## src/rtl/ula_mdu.sv

```systemverilog
// ula_mdu: registered ALU with iterative multiply/divide unit and HI/LO registers.
// Single-cycle ops complete one clock after start; MULT/MULTU (and DIV/DIVU when
// the ULA_MDU_DIV_EN macro is defined) run IDLE -> CALC -> FIX over WIDTH+1 cycles.
module ula_mdu #(
  parameter int WIDTH = 32,
  parameter int SHW   = $clog2(WIDTH)
) (
  input  logic             clk,
  input  logic             rst_n,
  input  logic             start,
  input  logic [4:0]       OP,
  input  logic [WIDTH-1:0] In1,
  input  logic [WIDTH-1:0] In2,
  output logic [WIDTH-1:0] result,
  output logic             Zero_flag,
  output logic [WIDTH-1:0] hi,
  output logic [WIDTH-1:0] lo,
  output logic             busy,
  output logic             done,
  output logic             div_zero
);

  typedef enum logic [1:0] {S_IDLE, S_CALC, S_FIX} state_e;

  state_e           state_q, state_d;
  logic [SHW-1:0]   cnt_q, cnt_d;
  logic [WIDTH-1:0] acc_q, acc_d;     // product high half / partial remainder
  logic [WIDTH-1:0] mq_q, mq_d;       // multiplier / dividend -> quotient
  logic [WIDTH-1:0] opnd_q, opnd_d;   // multiplicand / divisor magnitude
  logic             neg_q, neg_d;     // negate product / quotient in FIX
  logic [WIDTH-1:0] result_q, result_d;
  logic [WIDTH-1:0] hi_q, hi_d;
  logic [WIDTH-1:0] lo_q, lo_d;
  logic             zero_q, zero_d;
  logic             done_q, done_d;
`ifdef ULA_MDU_DIV_EN
  logic             is_div_q, is_div_d;
  logic             rneg_q, rneg_d;   // remainder takes dividend sign
  logic             dz_q, dz_d;       // divisor was zero
  logic             div_zero_q, div_zero_d;
  logic [WIDTH-1:0] div_diff;
  logic             div_ge;
`endif

  logic             sa, sb;
  logic [WIDTH-1:0] mag_a, mag_b;
  logic [WIDTH:0]   mul_sum;
  logic [2*WIDTH-1:0] prod_fix;

  // State and datapath registers; async reset aborts any operation in flight
  always_ff @(posedge clk or negedge rst_n) begin
    if (!rst_n) begin
      state_q  <= S_IDLE;
      cnt_q    <= '0;
      acc_q    <= '0;
      mq_q     <= '0;
      opnd_q   <= '0;
      neg_q    <= 1'b0;
      result_q <= '0;
      hi_q     <= '0;
      lo_q     <= '0;
      zero_q   <= 1'b1;
      done_q   <= 1'b0;
`ifdef ULA_MDU_DIV_EN
      is_div_q   <= 1'b0;
      rneg_q     <= 1'b0;
      dz_q       <= 1'b0;
      div_zero_q <= 1'b0;
`endif
    end else begin
      state_q  <= state_d;
      cnt_q    <= cnt_d;
      acc_q    <= acc_d;
      mq_q     <= mq_d;
      opnd_q   <= opnd_d;
      neg_q    <= neg_d;
      result_q <= result_d;
      hi_q     <= hi_d;
      lo_q     <= lo_d;
      zero_q   <= zero_d;
      done_q   <= done_d;
`ifdef ULA_MDU_DIV_EN
      is_div_q   <= is_div_d;
      rneg_q     <= rneg_d;
      dz_q       <= dz_d;
      div_zero_q <= div_zero_d;
`endif
    end
  end

  // Next-state, single-cycle ALU, and one-bit-per-cycle mul/div iteration
  always_comb begin
    state_d  = state_q;
    cnt_d    = cnt_q;
    acc_d    = acc_q;
    mq_d     = mq_q;
    opnd_d   = opnd_q;
    neg_d    = neg_q;
    result_d = result_q;
    hi_d     = hi_q;
    lo_d     = lo_q;
    done_d   = 1'b0;
`ifdef ULA_MDU_DIV_EN
    is_div_d   = is_div_q;
    rneg_d     = rneg_q;
    dz_d       = dz_q;
    div_zero_d = div_zero_q;
    div_diff   = {acc_q[WIDTH-2:0], mq_q[WIDTH-1]} - opnd_q;
    div_ge     = {acc_q, mq_q[WIDTH-1]} >= {1'b0, opnd_q};
`endif

    // OP[0]=0 selects the signed variant of MULT/DIV
    sa       = ~OP[0] & In1[WIDTH-1];
    sb       = ~OP[0] & In2[WIDTH-1];
    mag_a    = sa ? ('0 - In1) : In1;
    mag_b    = sb ? ('0 - In2) : In2;
    mul_sum  = {1'b0, acc_q} + (mq_q[0] ? {1'b0, opnd_q} : '0);
    prod_fix = neg_q ? ('0 - {acc_q, mq_q}) : {acc_q, mq_q};

    case (state_q)
      S_IDLE: begin
        if (start) begin
          done_d = 1'b1;
          if (!OP[4]) begin
            case (OP[3:0])
              4'b0000: result_d = In1 + In2;
              4'b0001: result_d = In1 - In2;
              4'b0011: result_d = In1 & In2;
              4'b0100: result_d = ~(In1 | In2);
              4'b0101: result_d = In1 | In2;
              4'b0110: result_d = In1 ^ In2;
              4'b0111: result_d = In2 << In1[SHW-1:0];
              4'b1000: result_d = In1 << In2[SHW-1:0];
              4'b1001: result_d = In2 >> In1[SHW-1:0];
              4'b1010: result_d = In1 >> In2[SHW-1:0];
              4'b1110: result_d = {{(WIDTH-1){1'b0}}, $signed(In1) < $signed(In2)};
              4'b1111: result_d = {{(WIDTH-1){1'b0}}, In1 < In2};
              default: result_d = '0;
            endcase
          end else begin
            case (OP[3:0])
              4'b0000, 4'b0001: begin
                acc_d   = '0;
                mq_d    = mag_a;
                opnd_d  = mag_b;
                neg_d   = sa ^ sb;
                cnt_d   = '1;
                state_d = S_CALC;
                done_d  = 1'b0;
`ifdef ULA_MDU_DIV_EN
                is_div_d = 1'b0;
`endif
              end
              4'b0010, 4'b0011: begin
`ifdef ULA_MDU_DIV_EN
                acc_d    = '0;
                mq_d     = mag_a;
                opnd_d   = mag_b;
                neg_d    = sa ^ sb;
                rneg_d   = sa;
                dz_d     = (In2 == '0);
                is_div_d = 1'b1;
                cnt_d    = '1;
                state_d  = S_CALC;
                done_d   = 1'b0;
`endif
              end
              4'b0100: result_d = hi_q;
              4'b0101: result_d = lo_q;
              4'b0110: hi_d = In1;
              4'b0111: lo_d = In1;
              default: result_d = '0;
            endcase
          end
        end
      end
      S_CALC: begin
        // Shift-add: conditional add into the high half, then shift the pair right
        acc_d = mul_sum[WIDTH:1];
        mq_d  = {mul_sum[0], mq_q[WIDTH-1:1]};
`ifdef ULA_MDU_DIV_EN
        // Restoring divide: a zero divisor always "fits", so the dividend
        // magnitude ends up in acc, which FIX sign-restores into HI
        if (is_div_q) begin
          acc_d = div_ge ? div_diff : {acc_q[WIDTH-2:0], mq_q[WIDTH-1]};
          mq_d  = {mq_q[WIDTH-2:0], div_ge};
        end
`endif
        cnt_d = cnt_q - SHW'(1);
        if (cnt_q == '0) state_d = S_FIX;
      end
      S_FIX: begin
        {hi_d, lo_d} = prod_fix;
`ifdef ULA_MDU_DIV_EN
        if (is_div_q) begin
          lo_d       = dz_q ? '1 : (neg_q ? ('0 - mq_q) : mq_q);
          hi_d       = rneg_q ? ('0 - acc_q) : acc_q;
          div_zero_d = dz_q;
        end
`endif
        done_d  = 1'b1;
        state_d = S_IDLE;
      end
      default: state_d = S_IDLE;
    endcase

    zero_d = (result_d == '0);
  end

  assign result    = result_q;
  assign Zero_flag = zero_q;
  assign hi        = hi_q;
  assign lo        = lo_q;
  assign busy      = (state_q != S_IDLE);
  assign done      = done_q;
`ifdef ULA_MDU_DIV_EN
  assign div_zero  = div_zero_q;
`else
  assign div_zero  = 1'b0;
`endif

endmodule

```

## config.mk

```make
export PLATFORM = sky130hd
export DESIGN_NAME = ula_mdu
export DESIGN_NICKNAME = d
export VERILOG_FILES = /design/src/rtl/ula_mdu.sv
export SDC_FILE = /design/constraint.sdc
export NUM_CORES = 1
export LEC_CHECK = 0
export ABC_AREA = 1
export CAP_MARGIN = 40
export CELL_PAD_IN_SITES_DETAIL_PLACEMENT = 0
export CELL_PAD_IN_SITES_GLOBAL_PLACEMENT = 1
export CORE_MARGIN = 2
export CORE_UTILIZATION = 35
export CTS_BUF_LIST = sky130_fd_sc_hd__clkbuf_4 sky130_fd_sc_hd__clkbuf_8
export DETAILED_ROUTE_END_ITERATION = 8
export GPL_ROUTABILITY_DRIVEN = 0
export HOLD_SLACK_MARGIN = 0.05
export PLACE_DENSITY = 0.67
export RECOVER_POWER = 100
export SETUP_SLACK_MARGIN = 0.2
export SYNTH_ARGS = -nofsm -noshare
export SYNTH_HDL_FRONTEND = slang
export SYNTH_SLANG_ARGS = --single-unit
export TNS_END_PERCENT = 5
```

## constraint.sdc

```tcl
create_clock -name clk -period 4.7 [get_ports clk]
set_clock_uncertainty 0.1 [all_clocks]
set_input_delay 0.94 -clock clk [delete_from_list [all_inputs] [get_ports clk]]
set_output_delay 0.94 -clock clk [all_outputs]
set_load 0.05 [all_outputs]
```

==> results.yml <==
outcome:
  outcome: "complete, but fails checks"
  failed_checks: "design-rule violations, max-capacitance violations, max-slew violations"
clock_tree:
  cts_buffer_depth: 3
  cts_tree: "yes"
  ctsResizeCount: 0
  postCtsSetupBuffers: 0
  clock-sinks: 202
  cts_max_level: 1
  cts_root_buf: "clkbuf_8"
  hold_buffers: 0
  clk_latency_ns: 0.62
  clkTransAtPathRegs_ns: 0.07
  cts_buffers: 31
floorplan:
  core_mm2: 0.0772
  die_x_um: 283
  die_area_mm2: 0.0801
  start_util_pct: 35.3
  io_pins: 172
  die_y_um: 283
  rows: 102
timing:
  worst_slew_pin_slew_ns: 3.63
  finalSetupViolCount: 0
  rsz0062_at_grt: "no"
  slew_viol_final: 122
  max_freq_mhz: 221
  fin_crit_ns: 4.52
  relSlewSlack_pct: -142
  hold_viol: 0
  min_period_over_period_pct: 96.1
pwr:
  power_w: 0.0141
  max-vdd-ir-drop_mv: 0.248
  p_leak_nw: 16.6
  p_per_area_mw_per_mm2: 445
routing:
  drt-total-wl_mm: 159
  vias_per_cell: 5.69
  drt-pass1-iter-count: 9
  drt_iter0_drc: 4543
  vias: 34900
  drc: 18
  ant_nets: 0
  wl_per_cell_um: 25.9
logic_synthesis:
  synth_top_area_share_pct: 23.0
  yosysSeqAreaShare_pct: 18.6
  synth_edf_count: 0
  synthTopCellsByArea: "nand2_1 (23%), dfrtp_1 (18%), nand3_1 (15%)"
  ys_ff_latch: 202
  postSynthAreaPerCell_um2: 5.60
  synthArstFlopShare_pct: 100
  yosysWarnings: 0
  synth_area_mm2: 0.0272
  syn_nets: 5081
  synth_cell_types: 62
  synth_cells: 4865
  synth.largest_area_cell: "nand2_1"
  ys.flop_type: "dfrtp_1"
critical_path:
  critPathKind: "input port to register"
  critical_path.max_fanout: 5
  crit_required_ns: 5.14
  worstSetupStartpointType: "input port"
  arrival_ns: 4.96
  endpoint_kind: "register"
place:
  hpwl_mm: 128
  port_buffers: 170
  dp_cells: 6064
finish:
  layout_common_cells: "nand2_1 (1,672), nand3_1 (816), inv_1 (561)"
  nets: 5274
  final_common_cell: "nand2_1"
  drive_above_1_share_pct: 6.73
  stdcell_count: 6125
  area_growth_pct: 16.4
global_routing:
  groute.usage.overall_pct: 38.3
  antenna_found_initial: 6
  grt_pass1_wl_mm: 227
  grt_max_degree: 85
  first_global_vias: 32600
  overflow: 0
job:
  max-cap-violations: 2
worst_hold_path:
  min_path_type: "register to register"
## per-layer routing
metal,track usage [%],part of all wire [%],up-vias
met5,0,0.013,-
met3,7.03,10,464
met4,28.3,9.1,4
met2,56.9,41,2071
li1,-,-,16300
met1,49.4,40,16000
## power by group
part	leakage (nW)	total, W	internal, W	switching [W]
logic	13.7	0.00866	0.00271	0.00595
registers	2.48	0.00366	0.00255	0.00111
clock network	0.385	0.00178	0.000992	0.000790
total	16.6	0.0141	0.00625	0.00785
## synthesized netlist by cell type (15+ instances only)
| master | n |
|---|---|
| a21oi_1 | 197 |
| a31oi_1 | 15 |
| buf_1 | 19 |
| buf_2 | 66 |
| clkbuf_1 | 126 |
| dfrtp_1 | 201 |
| ha_1 | 141 |
| inv_1 | 560 |
| nand2_1 | 1672 |
| nand3_1 | 814 |
| nand4_1 | 40 |
| nor2_1 | 335 |
| nor2_2 | 15 |
| nor3_1 | 47 |
| nor4_1 | 23 |
| o211ai_1 | 57 |
| o21ai_0 | 199 |
| o21ai_1 | 20 |
| o21bai_1 | 17 |
| o221ai_1 | 46 |
| o22ai_1 | 46 |
| xor2_1 | 60 |
## worst paths after layout
path / start / to / slack (ns) / cells after the start
setup / recovery: In2[0] / Zero_flag / 0.18 / 20
hold / removal: opnd_q[3] / opnd_q[3] / 0.39 / 2
setup reg to reg: state_q[0] / mq_q[31] / 0.53 / 8
hold reg to reg: opnd_q[3] / opnd_q[3] / 0.39 / 2
max in group asynchronous: rst_n / mq_q[16] / 0.79 / 2
min in group asynchronous: rst_n / opnd_q[15] / 1.57 / 1
## critical path, cell delays in order
cell,delay [ns]
dlygate4sd3_1,0.65
ha_1,0.34
fa_1,0.45
nand2_1,0.08
nand2_1,0.08
clkbuf_4,0.14
nand3_1,0.07
nand2_1,0.17
o21ai_0,0.54
nand2_1,0.17
nor2_1,0.13
nand3_1,0.30
nand2_1,0.19
nand2_1,0.06
nand2_1,0.10
nand2_1,0.06
nor2_1,0.14
and2_1,0.14
nand2_1,0.05
nor2_1,0.13
## flip-flops by register name, indices dropped and copies added (netlist names)
register,count
Zero_flag,1
opnd_q,32
cnt_q,5
neg_q,1
done,1
lo,32
state_q,2
mq_q,32
hi,32
acc_q,32
result,32
## cell families (layout without fill, tap and decap cells)
logic type	count (synthesis)	after routing	synth area share [%]
other	1	4	0.0138
DFF	202	202	18.6
AOI/OAI and AO/OA	625	625	13.4
and+or+nand+nor	3012	3012	47.4
xor gates and xnor gates	67	67	2.15
buffers and inverters	813	1030	11.8
muxes	1	1	0.0367
adders and majority gates	144	144	6.69
## metrics by stage
stage          hold WS (ns)  util, %  instance area (um^2)  setup TNS [ns]  setup WS (ns)
2_1_floorplan         0.349        -                 27200               0           1.24
3_3_place_gp          0.366     40.2                 31100          -0.170         -0.170
3_5_place_dp          0.374     40.3                 31100          -0.194         -0.194
4_1_cts               0.194     41.3                 31900               0          0.449
5_1_grt               0.423     41.1                 31700               0          0.131
6_report              0.386     41.1                 31700               0          0.184
## layout make-up
cell class                      count  area (um^2)
Clock inverter                     12          166
Fill cell                        8763        45500
Timing Repair Buffer              385         3480
Antenna cell                        3         7.51
Multi-Input combinational cell   3850        18900
Clock buffer                       45          563
Inverter                          588         2220
Sequential cell                   202         5060
Tap cell                         1040         1300
No activity file was read; power rests on OpenSTA's default activity.
